===== src/rtl/ddr_host_port.sv =====
// ddr_host_port: client-side front end for the DDR3 controller.
//
// Accepts client requests (req_*) and write words (wr_*) through valid/ready
// handshakes, stages up to 32 write words locally, then drives the controller's
// single-cycle command interface (cmd/addr/sz/op/din). Block writes stream the
// remaining staged words on the cycles right after the command. Issue is held
// off until the controller's input-data FIFO has room for the whole burst and
// the return FIFO cannot be over-subscribed. Returned words are popped with
// read pulses and presented on a single-entry valid/ready response register.
//
// Ports:
//   clk, reset                  clock, asynchronous active-low reset
//   req_valid/ready/cmd/addr/sz/op  client request channel
//   wr_valid/ready/data         client write-word channel
//   rsp_valid/ready/data/addr   response channel
//   err                         one-cycle pulse on an illegal request command
//   cmd/addr/sz/op/din          controller command interface (cmd 0 = NOP)
//   notfull, fillcount, ctrl_ready  controller flow-control status
//   read, validout, dout, raddr controller return-FIFO interface
module ddr_host_port #(
   parameter int unsigned IN_DEPTH  = 32,
   parameter int unsigned RET_DEPTH = 32
) (
   input  logic        clk,
   input  logic        reset,
   input  logic        req_valid,
   output logic        req_ready,
   input  logic [2:0]  req_cmd,
   input  logic [25:0] req_addr,
   input  logic [1:0]  req_sz,
   input  logic [2:0]  req_op,
   input  logic        wr_valid,
   output logic        wr_ready,
   input  logic [15:0] wr_data,
   output logic        rsp_valid,
   input  logic        rsp_ready,
   output logic [15:0] rsp_data,
   output logic [25:0] rsp_addr,
   output logic        err,
   output logic [2:0]  cmd,
   output logic [25:0] addr,
   output logic [1:0]  sz,
   output logic [2:0]  op,
   output logic [15:0] din,
   input  logic        notfull,
   input  logic [5:0]  fillcount,
   input  logic        ctrl_ready,
   output logic        read,
   input  logic        validout,
   input  logic [15:0] dout,
   input  logic [25:0] raddr
);

   localparam logic [2:0] CmdNop = 3'd0;
   localparam logic [2:0] CmdScr = 3'd1;
   localparam logic [2:0] CmdScw = 3'd2;
   localparam logic [2:0] CmdBlr = 3'd3;
   localparam logic [2:0] CmdBlw = 3'd4;
   localparam logic [2:0] CmdAtr = 3'd5;
   localparam logic [2:0] CmdAtw = 3'd6;

   typedef enum logic [2:0] {StIdle, StCollect, StWait, StIssue, StStream} cmd_state_e;
   typedef enum logic {RIdle, RWait} ret_state_e;

   cmd_state_e  state_q;
   ret_state_e  rstate_q;
   logic [2:0]  lat_cmd_q;
   logic [25:0] lat_addr_q;
   logic [1:0]  lat_sz_q;
   logic [2:0]  lat_op_q;
   logic [5:0]  n_q;
   logic [5:0]  ptr_q;
   logic [6:0]  expected_q;
   logic [15:0] stage [32];

   function automatic logic [5:0] burst_len(input logic [2:0] c, input logic [1:0] s);
      if (c == CmdBlr || c == CmdBlw) return {1'b0, s, 3'b000} + 6'd8;
      return 6'd1;
   endfunction

   // ATR carries its operand word, so it collects like a write.
   function automatic logic carries_write(input logic [2:0] c);
      return (c == CmdScw) || (c == CmdAtw) || (c == CmdAtr) || (c == CmdBlw);
   endfunction

   logic [6:0] ret_cnt;
   logic       fill_ok;
   logic       ret_ok;
   logic       wait_go;
   logic       wr_fire;
   logic       capture;
   logic [6:0] exp_inc;

   always_comb begin
      ret_cnt = 7'd0;
      if (lat_cmd_q == CmdBlr) ret_cnt = {1'b0, n_q};
      else if (lat_cmd_q == CmdScr || lat_cmd_q == CmdAtr) ret_cnt = 7'd1;
   end

   // fillcount + N <= depth is the same test as fillcount <= depth - N without underflow.
   assign fill_ok = !carries_write(lat_cmd_q) ||
                    (({26'd0, fillcount} + {26'd0, n_q}) <= IN_DEPTH);
   assign ret_ok  = (ret_cnt == 7'd0) ||
                    (({25'd0, expected_q} + {25'd0, ret_cnt}) <= RET_DEPTH);
   assign wait_go = ctrl_ready && notfull && fill_ok && ret_ok;
   assign wr_fire = (state_q == StCollect) && wr_valid && wr_ready;

   always_ff @(posedge clk) begin
      if (wr_fire) stage[ptr_q[4:0]] <= wr_data;
   end

   always_ff @(posedge clk or negedge reset) begin
      if (!reset) begin
         state_q    <= StIdle;
         req_ready  <= 1'b0;
         wr_ready   <= 1'b0;
         err        <= 1'b0;
         cmd        <= CmdNop;
         addr       <= '0;
         sz         <= '0;
         op         <= '0;
         din        <= '0;
         lat_cmd_q  <= CmdNop;
         lat_addr_q <= '0;
         lat_sz_q   <= '0;
         lat_op_q   <= '0;
         n_q        <= '0;
         ptr_q      <= '0;
      end else begin
         err <= 1'b0;
         cmd <= CmdNop;
         unique case (state_q)
            StIdle: begin
               req_ready <= 1'b1;
               if (req_valid && req_ready) begin
                  lat_cmd_q  <= req_cmd;
                  lat_addr_q <= req_addr;
                  lat_sz_q   <= req_sz;
                  lat_op_q   <= req_op;
                  n_q        <= burst_len(req_cmd, req_sz);
                  ptr_q      <= '0;
                  if (req_cmd == CmdNop || req_cmd == 3'd7) begin
                     err <= 1'b1;
                  end else if (carries_write(req_cmd)) begin
                     state_q   <= StCollect;
                     req_ready <= 1'b0;
                     wr_ready  <= 1'b1;
                  end else begin
                     state_q   <= StWait;
                     req_ready <= 1'b0;
                  end
               end
            end
            StCollect: begin
               if (wr_valid && wr_ready) begin
                  if (ptr_q == n_q - 6'd1) begin
                     ptr_q    <= '0;
                     wr_ready <= 1'b0;
                     state_q  <= StWait;
                  end else begin
                     ptr_q <= ptr_q + 6'd1;
                  end
               end
            end
            StWait: begin
               if (wait_go) begin
                  state_q <= StIssue;
                  cmd     <= lat_cmd_q;
                  addr    <= lat_addr_q;
                  sz      <= lat_sz_q;
                  op      <= lat_op_q;
                  din     <= stage[0];
               end
            end
            StIssue: begin
               if (lat_cmd_q == CmdBlw) begin
                  state_q <= StStream;
                  din     <= stage[1];
                  ptr_q   <= 6'd2;
               end else begin
                  state_q   <= StIdle;
                  req_ready <= 1'b1;
               end
            end
            StStream: begin
               // ptr_q is the index of the word to present next cycle.
               if (ptr_q == n_q) begin
                  state_q   <= StIdle;
                  req_ready <= 1'b1;
                  ptr_q     <= '0;
               end else begin
                  din   <= stage[ptr_q[4:0]];
                  ptr_q <= ptr_q + 6'd1;
               end
            end
            default: state_q <= StIdle;
         endcase
      end
   end

   // read must coincide with the RIDLE decision so validout lands in RWAIT.
   assign read    = (rstate_q == RIdle) && (expected_q != 7'd0) && (!rsp_valid || rsp_ready);
   assign capture = (rstate_q == RWait) && validout;
   assign exp_inc = (state_q == StIssue) ? ret_cnt : 7'd0;

   always_ff @(posedge clk or negedge reset) begin
      if (!reset) begin
         rstate_q   <= RIdle;
         expected_q <= '0;
         rsp_valid  <= 1'b0;
         rsp_data   <= '0;
         rsp_addr   <= '0;
      end else begin
         expected_q <= expected_q + exp_inc - {6'd0, capture};
         if (rsp_valid && rsp_ready) rsp_valid <= 1'b0;
         unique case (rstate_q)
            RIdle: begin
               if (read) rstate_q <= RWait;
            end
            RWait: begin
               rstate_q <= RIdle;
               if (validout) begin
                  rsp_data  <= dout;
                  rsp_addr  <= raddr;
                  rsp_valid <= 1'b1;
               end
            end
            default: rstate_q <= RIdle;
         endcase
      end
   end

endmodule


===== config.mk =====
export PLATFORM = sky130hd
export DESIGN_NAME = ddr_host_port
export DESIGN_NICKNAME = d
export VERILOG_FILES = /design/src/rtl/ddr_host_port.sv
export SDC_FILE = /design/constraint.sdc
export NUM_CORES = 1
export LEC_CHECK = 0
export ABC_AREA = 1
export BUFFER_PORTS_ARGS = -buffer_cell sky130_fd_sc_hd__buf_4
export CORE_MARGIN = 3
export CORE_UTILIZATION = 45
export DETAILED_ROUTE_END_ITERATION = 6
export GPL_ROUTABILITY_DRIVEN = 0
export HOLD_SLACK_MARGIN = 0.1
export SYNTH_ARGS = -nofsm -noshare
export SYNTH_HDL_FRONTEND = slang
export SYNTH_SLANG_ARGS = --single-unit

===== constraint.sdc =====
create_clock -name clk -period 3.7 [get_ports clk]
set_input_delay 0.74 -clock clk [delete_from_list [all_inputs] [get_ports clk]]
set_output_delay 0.74 -clock clk [all_outputs]
set_load 0.02 [all_outputs]

# Yosys cells after proc, flatten, opt, wreduce, memory -nomap -nowiden
# Memories as Yosys holds them, arrays and structs flattened.
# Index checks and enable logic that the tools add are counted.
dict set report word_totals {
  regBits 153
  latch_bits 0
  ramBits 512
  mem_bits_ro 0
  inputBits 106
  n_memories 1
}
# memory depth word_bits read_ports rd_ports_with_merged_regs wr line
set mem_list {}
lappend mem_list {stage 32 16 3 0 1 74} ;# logic [15:0] stage [32];
dict set report op_classes {
  addsub 7
  multipliers 0
  div 0
  magnitude_cmp 2
  eq_ne 28
  shifts 0
  muxes 49
  bitwise_logic 1
  n_reduce_logical 41
}
# cell count
set ops {}
lappend ops {{$mux W16} 3}
lappend ops {{$pmux W16 S3} 1}
lappend ops {{$mux W6} 7}
lappend ops {{$mux W3} 9}
lappend ops {{$eq A3 B3 Y1 const B} 8}
lappend ops {{$pmux W6 S4} 1}
lappend ops {{$mux W1} 21}
lappend ops {{$eq A3 B2 Y1 const B} 6}
lappend ops {{$ne A2 B2 Y1 const B} 8}
lappend ops {{$pmux W3 S5} 1}
lappend ops {{$mux W7} 2}
lappend ops {{$eq A6 B6 Y1} 2}
lappend ops {{$logic_or A1 B1 Y1} 12}
lappend ops {{$reduce_and A6 Y1} 2}
lappend ops {{$logic_and A1 B1 Y1} 11}
lappend ops {{$add A7 B7 Y8} 1}
lappend ops {{$le A8 B6 Y1 const B} 1}
lappend ops {{$reduce_and A4 Y1} 2}
lappend ops {{$add A6 B6 Y7} 1}
lappend ops {{$add A7 B7 Y7} 1}
lappend ops {{$le A7 B6 Y1 const B} 1}
lappend ops {{$logic_not A7 Y1} 1}
lappend ops {{$reduce_bool A7 Y1} 1}
lappend ops {{$sub A7 B1 Y7} 1}
lappend ops {{other kinds (16)} 24}

# Longest topological paths before layout
# Gate-level depths: netlist (run 1).
dict set report depth {
  ltp_word 10
  depth_mapped 20
  mapped_depth_nobuf 19
}

# Least setup slack after synthesis (run 1)
# Ideal clock, no wire load.
dict set report synth_path {
  path_type {input to register}
  from {input validout}
  to {register expected_q[6]}
  arrival_ns 2.853
  t_required_ns 3.574
  path_slack_ns 0.721
  stages 13
  path_buffers 1
  path_cell_list {nand2_1 > clkinv_1 > clkbuf_1 > ha_1 > inv_1 > ha_1 > inv_1 > fa_1 > o21ai_0 > nand2_1 > a21oi_1 > nor2_1 > xor2_1}
}
dict set report synth_via {
  elab_chain_len 2
}
# item line
set synth_lines {}
lappend synth_lines {{from (decl)} 49} ;# input logic validout,
lappend synth_lines {{$logic_and A1 B1 Y1} 203} ;# assign capture = (rstate_q == RWait) && validout;
lappend synth_lines {{via capture} 91} ;# logic capture;
lappend synth_lines {{$sub A7 B1 Y7} 214} ;# expected_q <= expected_q + exp_inc - {6'd0, capture};
lappend synth_lines {{to (signal assigned)} 214}
lappend synth_lines {{to (decl)} 73} ;# logic [6:0] expected_q;
# The timed path passes the listed nets, and every way through them passes these cells.
# A chain may end at the register's enable or synchronous reset.

# Final worst setup path (run 1)
dict set report layout_path {
  from {register lat_cmd_q[2]}
  to {register din[2]}
}
dict set report layout_via {
  elab_chain_len 10
  word_cells_on_any_way 23
}
# item line
set layout_lines {}
lappend layout_lines {{from (decl)} 67} ;# logic [2:0] lat_cmd_q;
lappend layout_lines {{from (signal assigned)} 123} ;# lat_cmd_q <= CmdNop;
lappend layout_lines {{from (signal assigned)} 136} ;# lat_cmd_q <= req_cmd;
lappend layout_lines {{$eq A3 B1 Y1 (tied with other cells)} 97} ;# else if (lat_cmd_q == CmdScr || lat_cmd_q == CmdAtr) ret_cnt = 7'd1;
lappend layout_lines {{$logic_or A1 B1 Y1 (on tied branches)} {97, 83}}
lappend layout_lines {{$mux W1 / $logic_or A1 B1 Y1 (equally long branches)} {97, 83}}
lappend layout_lines {{$mux W7 / $logic_or A1 B1 Y1 (equally long branches)} {96, 83}}
lappend layout_lines {{$add A7 B7 Y8 / $logic_not A1 Y1 (equally long branches)} {104, 101}}
lappend layout_lines {{$le A8 B6 Y1 / $logic_or A1 B1 Y1 (equally long branches)} {104, 101}}
lappend layout_lines {{$logic_or A1 B1 Y1 / $logic_and A1 B1 Y1 (equally long branches)} {103, 105}}
lappend layout_lines {{$logic_and A1 B1 Y1} 105} ;# assign wait_go = ctrl_ready && notfull && fill_ok && ret_ok;
lappend layout_lines {{$ne A2 B2 Y1 (no line)} --}
lappend layout_lines {{$reduce_and A4 Y1 (no line) *} --}
lappend layout_lines {{to (signal assigned)} 172} ;# din <= stage[0];
lappend layout_lines {{to (signal assigned)} 178} ;# din <= stage[1];
lappend layout_lines {{to (signal assigned)} 192} ;# din <= stage[ptr_q[4:0]];
lappend layout_lines {{to (decl)} 44} ;# output logic [15:0] din,
# Every way passes the cells marked *; elsewhere a longest branch is shown, timed or not.

==> impl_metrics.csv, run 1 <==
group,metric,value,unit
clock_network,cts_hold_buffers,0,
clock_network,clock_latency,0.61,ns
clock_network,cts_max_path_buffers,3,
grt,antenna_found_initial,0,
placement,placed_cells_incl_taps,3348,
sta,period_share,0.813,
cells_and_area,total_number_of_nets_in_the_final_design,2780,
synthesis,post_synth_adder_cell_area,0.0123,
synthesis,synth_top_flop_cell,"edfxtp_1",
synthesis,synth_warnings,0,
placement,io_buffer_count,202,
power_and_ir_drop,total_power,16.8,mW
cells_and_area,layout_commonest_cell,"nand2_1",
clock_network,tritoncts,"done",
cells_and_area,area.growth.synth_to_final,17.6,%
placement,post-dp-hpwl,44900,µm
sta,finalClockSkew,0.0251,ns
power_and_ir_drop,leakage,12.7,nW
clock_network,number_of_levels_the_h_tree_was_split_into,3,
critical_path,crit_required,4.19,ns
run_status,status,"completed",
grt,grt_first_pass_wirelength,109000,µm
critical_path,worst-r2r-setup-slack,0.69,ns
critical_path,startpoint_type,"flop",
synthesis,ys_seq_elements,663,
placement,postPlaceCellArea,0.0298,mm²
cells_and_area,finalNonFillerCells,3472,
drt,drt_first_iter_violations,1673,
synthesis,synth_top_family_by_area,"simple AND/OR/NAND/NOR gates",
drt,ant_nets,0,
synthesis,yosysUniqueCellTypes,39,
critical_path,worst_path_largest_cell_delay,0.43,ns
cells_and_area,antenna_cells_inserted,0,
cells_and_area,final_layout_size_suffix_gt1_frac,0.147,
grt,first_global_vias,18300,
drt,postRouteWirelength,72400,µm
clock_network,cts_num_sinks,663,
critical_path,timing.reg2reg.worst_path_depth,18,
die,floorplan.core_area,0.0594,mm²
critical_path,cpLargestDelayFamily,"simple AND/OR/NAND/NOR gates",
cells_and_area,layout_common_cells,"577 x nand2_1, 512 x edfxtp_1, 302 x o21ai_0, 301 x nor2_1, 280 x buf_4",
drt,avgViaCountPerCell,5.44,
critical_path,setup.worst_path.class,"reg -> reg",
critical_path,crit_buf_inv,1,
sta,number_of_max_slew_violations_in_the_final_report,0,
drt,drcViolationCount,0,
cells_and_area,num-fill-cells,5146,
sta,hold_violations,0,
power_and_ir_drop,cell_internal_pwr,12.8,mW
synthesis,yosys.area_share.simple,0.145,
critical_path,highest_fanout_seen_on_the_critical_path,20,
sta,timing.final.setup_violations,0,
power_and_ir_drop,power_frac_comb,0.101,
die,rows,89,
power_and_ir_drop,vdd_drop_max,0.391,mV
synthesis,async_reset_ff_frac,0.228,
power_and_ir_drop,netSwitchingPower,3.99,mW
synthesis,post_synth_instance_area,0.0271,mm²
critical_path,cp.arrival,3.50,ns
die,initial_core_util,0.457,
flow_run,timing.max_cap.violations,0,
clock_network,post_cts_resized,0,
sta,layout_setup_ws,0.690,ns
power_and_ir_drop,p_seq_frac,0.506,
sta,fmax,332,MHz
worst_hold_path,hold_path.class,"in -> async",
synthesis,post_synth_inst_count,2415,
sta,worstMarginPinSlew,0.956,ns
sta,finalHoldWorstSlack,0.208,ns
placement,post-place-ws,0.576,ns
synthesis,yosysSeqAreaShare,0.706,
critical_path,critical_path_depth,18,
critical_path,crit_top_cell,"nand2_1",
clock_network,clkSlewWorstSetupHoldPaths,0.06,ns
critical_path,timing.critical_path.cells,"inv_1, nand2_1, a21oi_1, ha_1, ha_1, nand3_1, nand2_1, nand3_1, a21oi_1, nand2_1, nand2_1, nand2_1, nand2_2, nand2_1, nand2_2, nand2_2, nand2_1, nand2_1",
cells_and_area,layout.core_utilization,0.537,
synthesis,synth.area.mux_share,0,
drt,routed-via-count,18900,
critical_path,worst_path_max_delay_cell,"dfrtp_1",
drt,drt-pass1-iter-count,7,
sta,final_period_minus_worst_setup_slack,3.01,ns
sta,setup_tns_final,0,ns
sta,relative_max_transition_margin,0.362,
clock_network,post_cts_buffers,0,
die,floorplan.die.height,252,µm
synthesis,synth_xor_area_frac,0.00613,
power_and_ir_drop,part_of_the_total_power_dissipated_in_the_clock_network,0.393,
clock_network,cts-root-buf,"clkbuf_16",
synthesis,synth_nets,2547,
synthesis,post_synthesis_compound_gate_area_fraction,0.0945,
grt,grt_remaining_overflow,0,
grt,grt_max_degree,147,
power_and_ir_drop,switching_share,0.238,
drt,drt-wirelength-per-cell,20.8,µm
power_and_ir_drop,pwr_density_cell,526,mW/mm²
die,die_area,0.0633,mm²
critical_path,worstSetupEndpointType,"flop",
grt,grt_use_total,0.226,
cells_and_area,final_area,0.0319,mm²
synthesis,postSynthAreaPerCell,11.2,µm²
sta,setup_repair_after_global_routing_missed_its_margin,"false",
die,die_w,252,µm
die,io-pin-count,203,
synthesis,synth_edf_count,512,
clock_network,cts-buffers-inserted,71,
-- cells by family after synthesis --
| kind of cell | Yosys count |
|---|---|
| xor gates and xnor gates | 19 |
| buffers and inverters | 239 |
| and+or+nand+nor | 991 |
| AOI/OAI and AO/OA | 477 |
| DFF | 663 |
| adders and majority gates | 26 |
-- cells in the mapped netlist (4+ instances only) --
master	instances	area, µm²
buf_1	4	15.0
nand2_1	577	2170
a21oi_1	32	160
o21ai_0	302	1510
nand3_1	64	320
clkbuf_1	84	315
nor2_1	302	1130
o22ai_1	112	701
buf_4	6	45.0
ha_1	25	313
nand2_2	5	31.3
nand4_1	22	138
buf_2	28	140
xnor2_1	8	70.1
nor3_1	9	45.0
inv_1	108	405
dfrtp_1	151	3780
edfxtp_1	512	15400
o21ai_1	19	95.1
xor2_1	11	96.3
-- state kept, by name, summed over array words and instances, names as in the netlist, 2 cells and up --
register and count:
ptr_q 6, op 3, sz 2, lat_op_q 3, rsp_addr 26, addr 26
cmd 3, rsp_data 16, state_q 3, lat_sz_q 2, stage 512, lat_addr_q 26
expected_q 7, n_q 4, din 16, lat_cmd_q 3
-- layout make-up --
type | instances | area, µm² | share of cell area
inverters | 114 | 433 | 0.0136
repair buffers | 285 | 2190 | 0.0688
clock inverters | 27 | 189 | 0.00592
flip-flops and latches | 663 | 19200 | 0.601
multi-input cells | 1513 | 7010 | 0.220
well taps | 773 | 967 | 0.0303
clock buffers | 97 | 1940 | 0.0608
-- worst register-to-register path: stages (launching register included) --
cell	delay, ns
dfrtp_1	0.43
inv_1	0.17
nand2_1	0.07
a21oi_1	0.25
ha_1	0.23
ha_1	0.19
nand3_1	0.10
nand2_1	0.08
nand3_1	0.12
a21oi_1	0.16
nand2_1	0.07
nand2_1	0.06
nand2_1	0.06
nand2_2	0.08
nand2_1	0.07
nand2_2	0.29
nand2_2	0.28
nand2_1	0.15
nand2_1	0.05
-- layer usage --
metal / GRT usage / up-vias / routed length (µm)
li1: - / 8835 / -
met1: 0.292 / 9257 / 29600
met2: 0.379 / 634 / 35100
met3: 0.0419 / 147 / 4750
met4: 0.0905 / 0 / 2930
met5: 0 / - / 0
-- final timing paths --
kind | endpoint | start
hold / removal | rsp_data[12] | reset
setup reg to reg | din[2] | lat_cmd_q[2]
min in group clk | lat_addr_q[24] | req_addr[24]
hold reg to reg | addr[18] | lat_addr_q[18]
max in group asynchronous | addr[19] | reset
setup / recovery | din[2] | lat_cmd_q[2]
-- power groups by stage --
stage,Sequential (mW),Clock [mW],Combinational [mW]
after global routing,8.52,7.00,1.87
final,8.49,6.59,1.69
after global placement,8.63,0,1.68
after detailed placement,8.64,0,1.72
after CTS,8.49,6.73,1.72
after floorplan,8.89,0,0.655
Power figures use the tool's default switching activity.
==> run 2: changes to the inputs <==
==> constraint.sdc (replaced) <==
create_clock -name clk -period 2.9 [get_ports clk]
set_input_delay 0.58 -clock clk [delete_from_list [all_inputs] [get_ports clk]]
set_output_delay 0.58 -clock clk [all_outputs]
set_load 0.02 [all_outputs]
==> impl_metrics.csv, run 2 (synthesis results as in run 1) <==
group,metric,value,unit
critical_path,timing.critical_path.cells,"inv_1, nor3_1, inv_1, nor2_1, nand2_1, nor2_1, buf_4",
clock_network,cts_num_sinks,663,
cells_and_area,final_area,0.0323,mm²
critical_path,worst-r2r-setup-slack,0.20,ns
sta,final_period_minus_worst_setup_slack,2.70,ns
die,floorplan.core_area,0.0594,mm²
placement,placed_cells_incl_taps,3366,
clock_network,clock_latency,0.61,ns
placement,post-dp-hpwl,45700,µm
critical_path,cpLargestDelayFamily,"simple AND/OR/NAND/NOR gates",
die,floorplan.die.height,252,µm
power_and_ir_drop,netSwitchingPower,5.20,mW
clock_network,cts-buffers-inserted,72,
clock_network,tritoncts,"done",
drt,drt-pass1-iter-count,5,
cells_and_area,number_of_flip_flops_under_the_largest_register_name,512,
critical_path,crit_required,3.19,ns
clock_network,clkSlewWorstSetupHoldPaths,0.06,ns
power_and_ir_drop,part_of_the_total_power_dissipated_in_the_clock_network,0.400,
cells_and_area,antenna_cells_inserted,0,
critical_path,setup.worst_path.class,"reg -> reg",
placement,postPlaceCellArea,0.0300,mm²
sta,timing.final.setup_violations,0,
power_and_ir_drop,cell_internal_pwr,16.5,mW
die,die_area,0.0633,mm²
worst_hold_path,whs_path_depth,3,
sta,relative_max_transition_margin,0.367,
grt,grt_use_total,0.228,
drt,drt_first_iter_violations,1787,
die,die_w,252,µm
placement,post-place-ws,0.129,ns
power_and_ir_drop,p_seq_frac,0.500,
power_and_ir_drop,vdd_drop_max,0.649,mV
grt,grt_max_degree,99,
sta,number_of_max_slew_violations_in_the_final_report,0,
power_and_ir_drop,pwr_density_cell,672,mW/mm²
sta,layout_setup_ws,0.205,ns
cells_and_area,layout_commonest_cell,"nand2_1",
die,io-pin-count,203,
critical_path,timing.reg2reg.worst_path_depth,7,
sta,period_share,0.929,
critical_path,startpoint_type,"flop",
run_status,status,"completed",
drt,avgViaCountPerCell,5.44,
grt,first_global_vias,18600,
drt,routed-via-count,19000,
cells_and_area,area.growth.synth_to_final,18.9,%
clock_network,cts_max_path_buffers,3,
worst_hold_path,hold_path.class,"in -> reg",
sta,setup_repair_after_global_routing_missed_its_margin,"false",
critical_path,highest_fanout_seen_on_the_critical_path,11,
drt,postRouteWirelength,72800,µm
power_and_ir_drop,total_power,21.7,mW
cells_and_area,total_number_of_nets_in_the_final_design,2800,
cells_and_area,num-fill-cells,5099,
power_and_ir_drop,switching_share,0.240,
grt,grt_remaining_overflow,0,
worst_hold_path,worst_hold_startpoint,"dout[9]",
clock_network,number_of_levels_the_h_tree_was_split_into,3,
sta,finalClockSkew,0.0219,ns
sta,worstMarginPinSlew,0.948,ns
cells_and_area,layout.core_utilization,0.544,
sta,finalHoldWorstSlack,0.169,ns
die,initial_core_util,0.457,
sta,fmax,371,MHz
critical_path,worst_path_largest_cell_delay,0.53,ns
drt,drt-wirelength-per-cell,20.8,µm
sta,setup_tns_final,0,ns
critical_path,worst_path_max_delay_cell,"nand2_1",
critical_path,crit_buf_inv,3,
worst_hold_path,holdPathEnd,"rsp_data[9]",
drt,drcViolationCount,0,
cells_and_area,finalNonFillerCells,3493,
critical_path,timing.rr.end,"stage[2][10]",
cells_and_area,layout_common_cells,"577 x nand2_1, 512 x edfxtp_1, 301 x nor2_1, 301 x o21ai_0, 288 x buf_4",
critical_path,cp.arrival,2.99,ns
drt,ant_nets,0,
sta,hold_violations,0,
power_and_ir_drop,power_frac_comb,0.101,
grt,grt_first_pass_wirelength,110000,µm
placement,io_buffer_count,202,
critical_path,r2r_startpoint,"state_q[0]",
cells_and_area,final_layout_size_suffix_gt1_frac,0.157,
grt,antenna_found_initial,0,
power_and_ir_drop,leakage,12.9,nW
critical_path,worstSetupEndpointType,"flop",
clock_network,cts-root-buf,"clkbuf_16",
die,rows,89,
flow_run,timing.max_cap.violations,0,
-- run 2: per-layer routing --
layer,global-route usage,part of all wire
met2,0.379,0.48
met3,0.0319,0.058
met5,0,0
met1,0.307,0.42
met4,0.0907,0.039
-- run 2: worst max-delay path by stage --
stage,start,end,slack [ns],depth (start not counted)
finish,state_q[0],stage[2][10],0.20,7
floorplan,validout,expected_q[6],0.08,13
global route,lat_cmd_q[2],addr[15],0.01,19
detailed placement,lat_cmd_q[2],expected_q[6],0.13,14
CTS,lat_cmd_q[2],expected_q[6],0.13,14
global placement,lat_cmd_q[2],expected_q[6],0.25,14
-- run 2: area by class of cell --
class,count,area [µm²],share of cell area
clock buffer,98,1990,0.0617
clock inverter,28,234,0.00725
inverter,114,433,0.0134
multi-input combinational,1513,7030,0.218
sequential,663,19200,0.594
tap,773,967,0.0300
timing repair buffer,304,2450,0.0761
-- run 2: power groups by stage --
stage / Clock [mW] / Combinational [mW] / Sequential [mW]
3_3_place_gp: 0 / 2.15 / 11.0
4_1_cts: 8.83 / 2.22 / 10.8
2_1_floorplan: 0 / 0.836 / 11.3
5_1_grt: 9.18 / 2.43 / 10.9
6_report: 8.66 / 2.19 / 10.8
3_5_place_dp: 0 / 2.20 / 11.0
-- run 2: repair_timing --
item,CTS,global route
setup buffers,0,0
resized for setup,0,6
hold buffers,1,0
endpoints found under the hold margin,24,0
endpoints found under the setup margin,0,25
-- run 2: worst min-delay path: cells and delay by family --
kind          cells  cell delay [ns]
simple gates      2             0.08
buf+inv           1             0.07
==> run 3: changes to the inputs <==
==> constraint.sdc (replaced) <==
create_clock -name clk -period 2.83 [get_ports clk]
set_input_delay 0.566 -clock clk [delete_from_list [all_inputs] [get_ports clk]]
set_output_delay 0.566 -clock clk [all_outputs]
set_load 0.02 [all_outputs]
==> impl_metrics.csv, run 3 (synthesis results as in run 1) <==
group,metric,value,unit
clock_network,tritoncts,"done",
critical_path,timing.critical_path.cells,"inv_1, nor3_1, inv_1, nor2_1, nand2_1, nor2_1, buf_4",
sta,finalHoldWorstSlack,0.168,ns
die,die_w,252,µm
die,floorplan.core_area,0.0594,mm²
power_and_ir_drop,pwr_density_cell,688,mW/mm²
sta,finalClockSkew,0.0241,ns
critical_path,r2r_startpoint,"state_q[0]",
placement,io_buffer_count,202,
critical_path,worstSetupEndpointType,"flop",
clock_network,clkSlewWorstSetupHoldPaths,0.06,ns
critical_path,setup.worst_path.class,"reg -> reg",
critical_path,worst_path_max_delay_cell,"nand2_1",
die,initial_core_util,0.457,
clock_network,clock_latency,0.61,ns
critical_path,crit_required,3.11,ns
placement,post-dp-hpwl,45100,µm
drt,drt-wirelength-per-cell,20.7,µm
clock_network,cts-buffers-inserted,71,
critical_path,highest_fanout_seen_on_the_critical_path,12,
sta,relative_max_transition_margin,0.352,
grt,grt_use_total,0.228,
drt,ant_nets,0,
grt,grt_remaining_overflow,0,
cells_and_area,layout_commonest_cell,"nand2_1",
sta,final_period_minus_worst_setup_slack,2.67,ns
critical_path,crit_buf_inv,3,
grt,first_global_vias,18200,
clock_network,cts-root-buf,"clkbuf_16",
cells_and_area,num-fill-cells,5177,
die,io-pin-count,203,
sta,timing.final.setup_violations,0,
clock_network,cts_max_path_buffers,3,
critical_path,cp.arrival,2.95,ns
placement,post-place-ws,0.142,ns
cells_and_area,total_number_of_nets_in_the_final_design,2801,
sta,setup_repair_after_global_routing_missed_its_margin,"false",
power_and_ir_drop,total_power,22.2,mW
cells_and_area,number_of_flip_flops_under_the_largest_register_name,512,
sta,period_share,0.943,
drt,routed-via-count,18900,
drt,avgViaCountPerCell,5.41,
worst_hold_path,worst_hold_startpoint,"dout[1]",
drt,postRouteWirelength,72400,µm
critical_path,cpLargestDelayFamily,"simple AND/OR/NAND/NOR gates",
flow_run,timing.max_cap.violations,0,
grt,antenna_found_initial,0,
worst_hold_path,hold_path.class,"in -> reg",
run_status,status,"completed",
critical_path,timing.critical_path.from,"state_q[0]",
die,die_area,0.0633,mm²
power_and_ir_drop,vdd_drop_max,0.553,mV
sta,layout_setup_ws,0.160,ns
sta,fmax,375,MHz
sta,worstMarginPinSlew,0.971,ns
cells_and_area,final_layout_size_suffix_gt1_frac,0.157,
power_and_ir_drop,leakage,12.9,nW
sta,number_of_max_slew_violations_in_the_final_report,0,
grt,grt_first_pass_wirelength,110000,µm
grt,grt_max_degree,105,
clock_network,number_of_levels_the_h_tree_was_split_into,3,
clock_network,cts_num_sinks,663,
cells_and_area,area.growth.synth_to_final,18.8,%
drt,drcViolationCount,0,
cells_and_area,antenna_cells_inserted,0,
die,floorplan.die.height,252,µm
critical_path,startpoint_type,"flop",
critical_path,worst_path_largest_cell_delay,0.52,ns
sta,hold_violations,0,
cells_and_area,layout_common_cells,"577 x nand2_1, 512 x edfxtp_1, 301 x nor2_1, 301 x o21ai_0, 292 x buf_4",
drt,drt_first_iter_violations,1528,
die,rows,89,
drt,drt-pass1-iter-count,5,
sta,setup_tns_final,0,ns
## run 3: routing by layer
layer,vias to the layer above,track usage,part of all wire
met5,-,0,0
met4,0,0.0849,0.038
met3,139,0.0396,0.066
met2,632,0.378,0.49
met1,9225,0.302,0.41
li1,8879,-,-
## run 3: area by class of cell
cell class,instances,area (µm²),area share
flip-flops and latches,663,19200,0.595
multi-input cells,1513,7020,0.218
repair buffers,306,2440,0.0756
clock buffers,91,1960,0.0607
well taps,773,967,0.0300
inverters,114,435,0.0135
clock inverters,27,251,0.00780
## run 3: metrics by stage
stage,util,cell area (µm²),std cells
5_1_grt,0.543,32200,3487
3_3_place_gp,0.505,30000,3364
6_report,0.543,32200,3487
4_1_cts,0.542,32200,3483
3_5_place_dp,0.505,30000,3364
2_1_floorplan,-,27100,2415
## run 3: path summary, 6_finish.rpt
kind,endpoint,slack [ns],cells past startpoint
setup / recovery,stage[26][12],0.16,7
max in group asynchronous,rsp_addr[24],1.54,3
setup reg to reg,stage[26][12],0.16,7
hold / removal,rsp_data[1],0.17,3
min in group asynchronous,rsp_addr[14],0.53,2
hold reg to reg,din[2],0.47,2
## run 3: where the power goes
| group | internal [mW] | leakage [nW] | switching (mW) |
|---|---|---|---|
| clock network | 5.22 | 1.08 | 3.64 |
| logic | 0.878 | 5.27 | 1.36 |
| registers | 10.9 | 6.57 | 0.231 |
| total | 17.0 | 12.9 | 5.22 |
## run 3: worst register-to-register path, stage by stage (launching register included)
cell	delay, ns
dfrtp_1	0.41
inv_1	0.10
nor3_1	0.29
inv_1	0.12
nor2_1	0.31
nand2_1	0.52
nor2_1	0.30
buf_4	0.30
## run 3: repair_timing
| action | in CTS | in global routing |
|---|---|---|
| setup endpoints to repair | 0 | 48 |
| endpoints found under the hold margin | 58 | 0 |
| hold buffers | 1 | 0 |
| setup buffers | 0 | 4 |
| resized for setup | 0 | 7 |
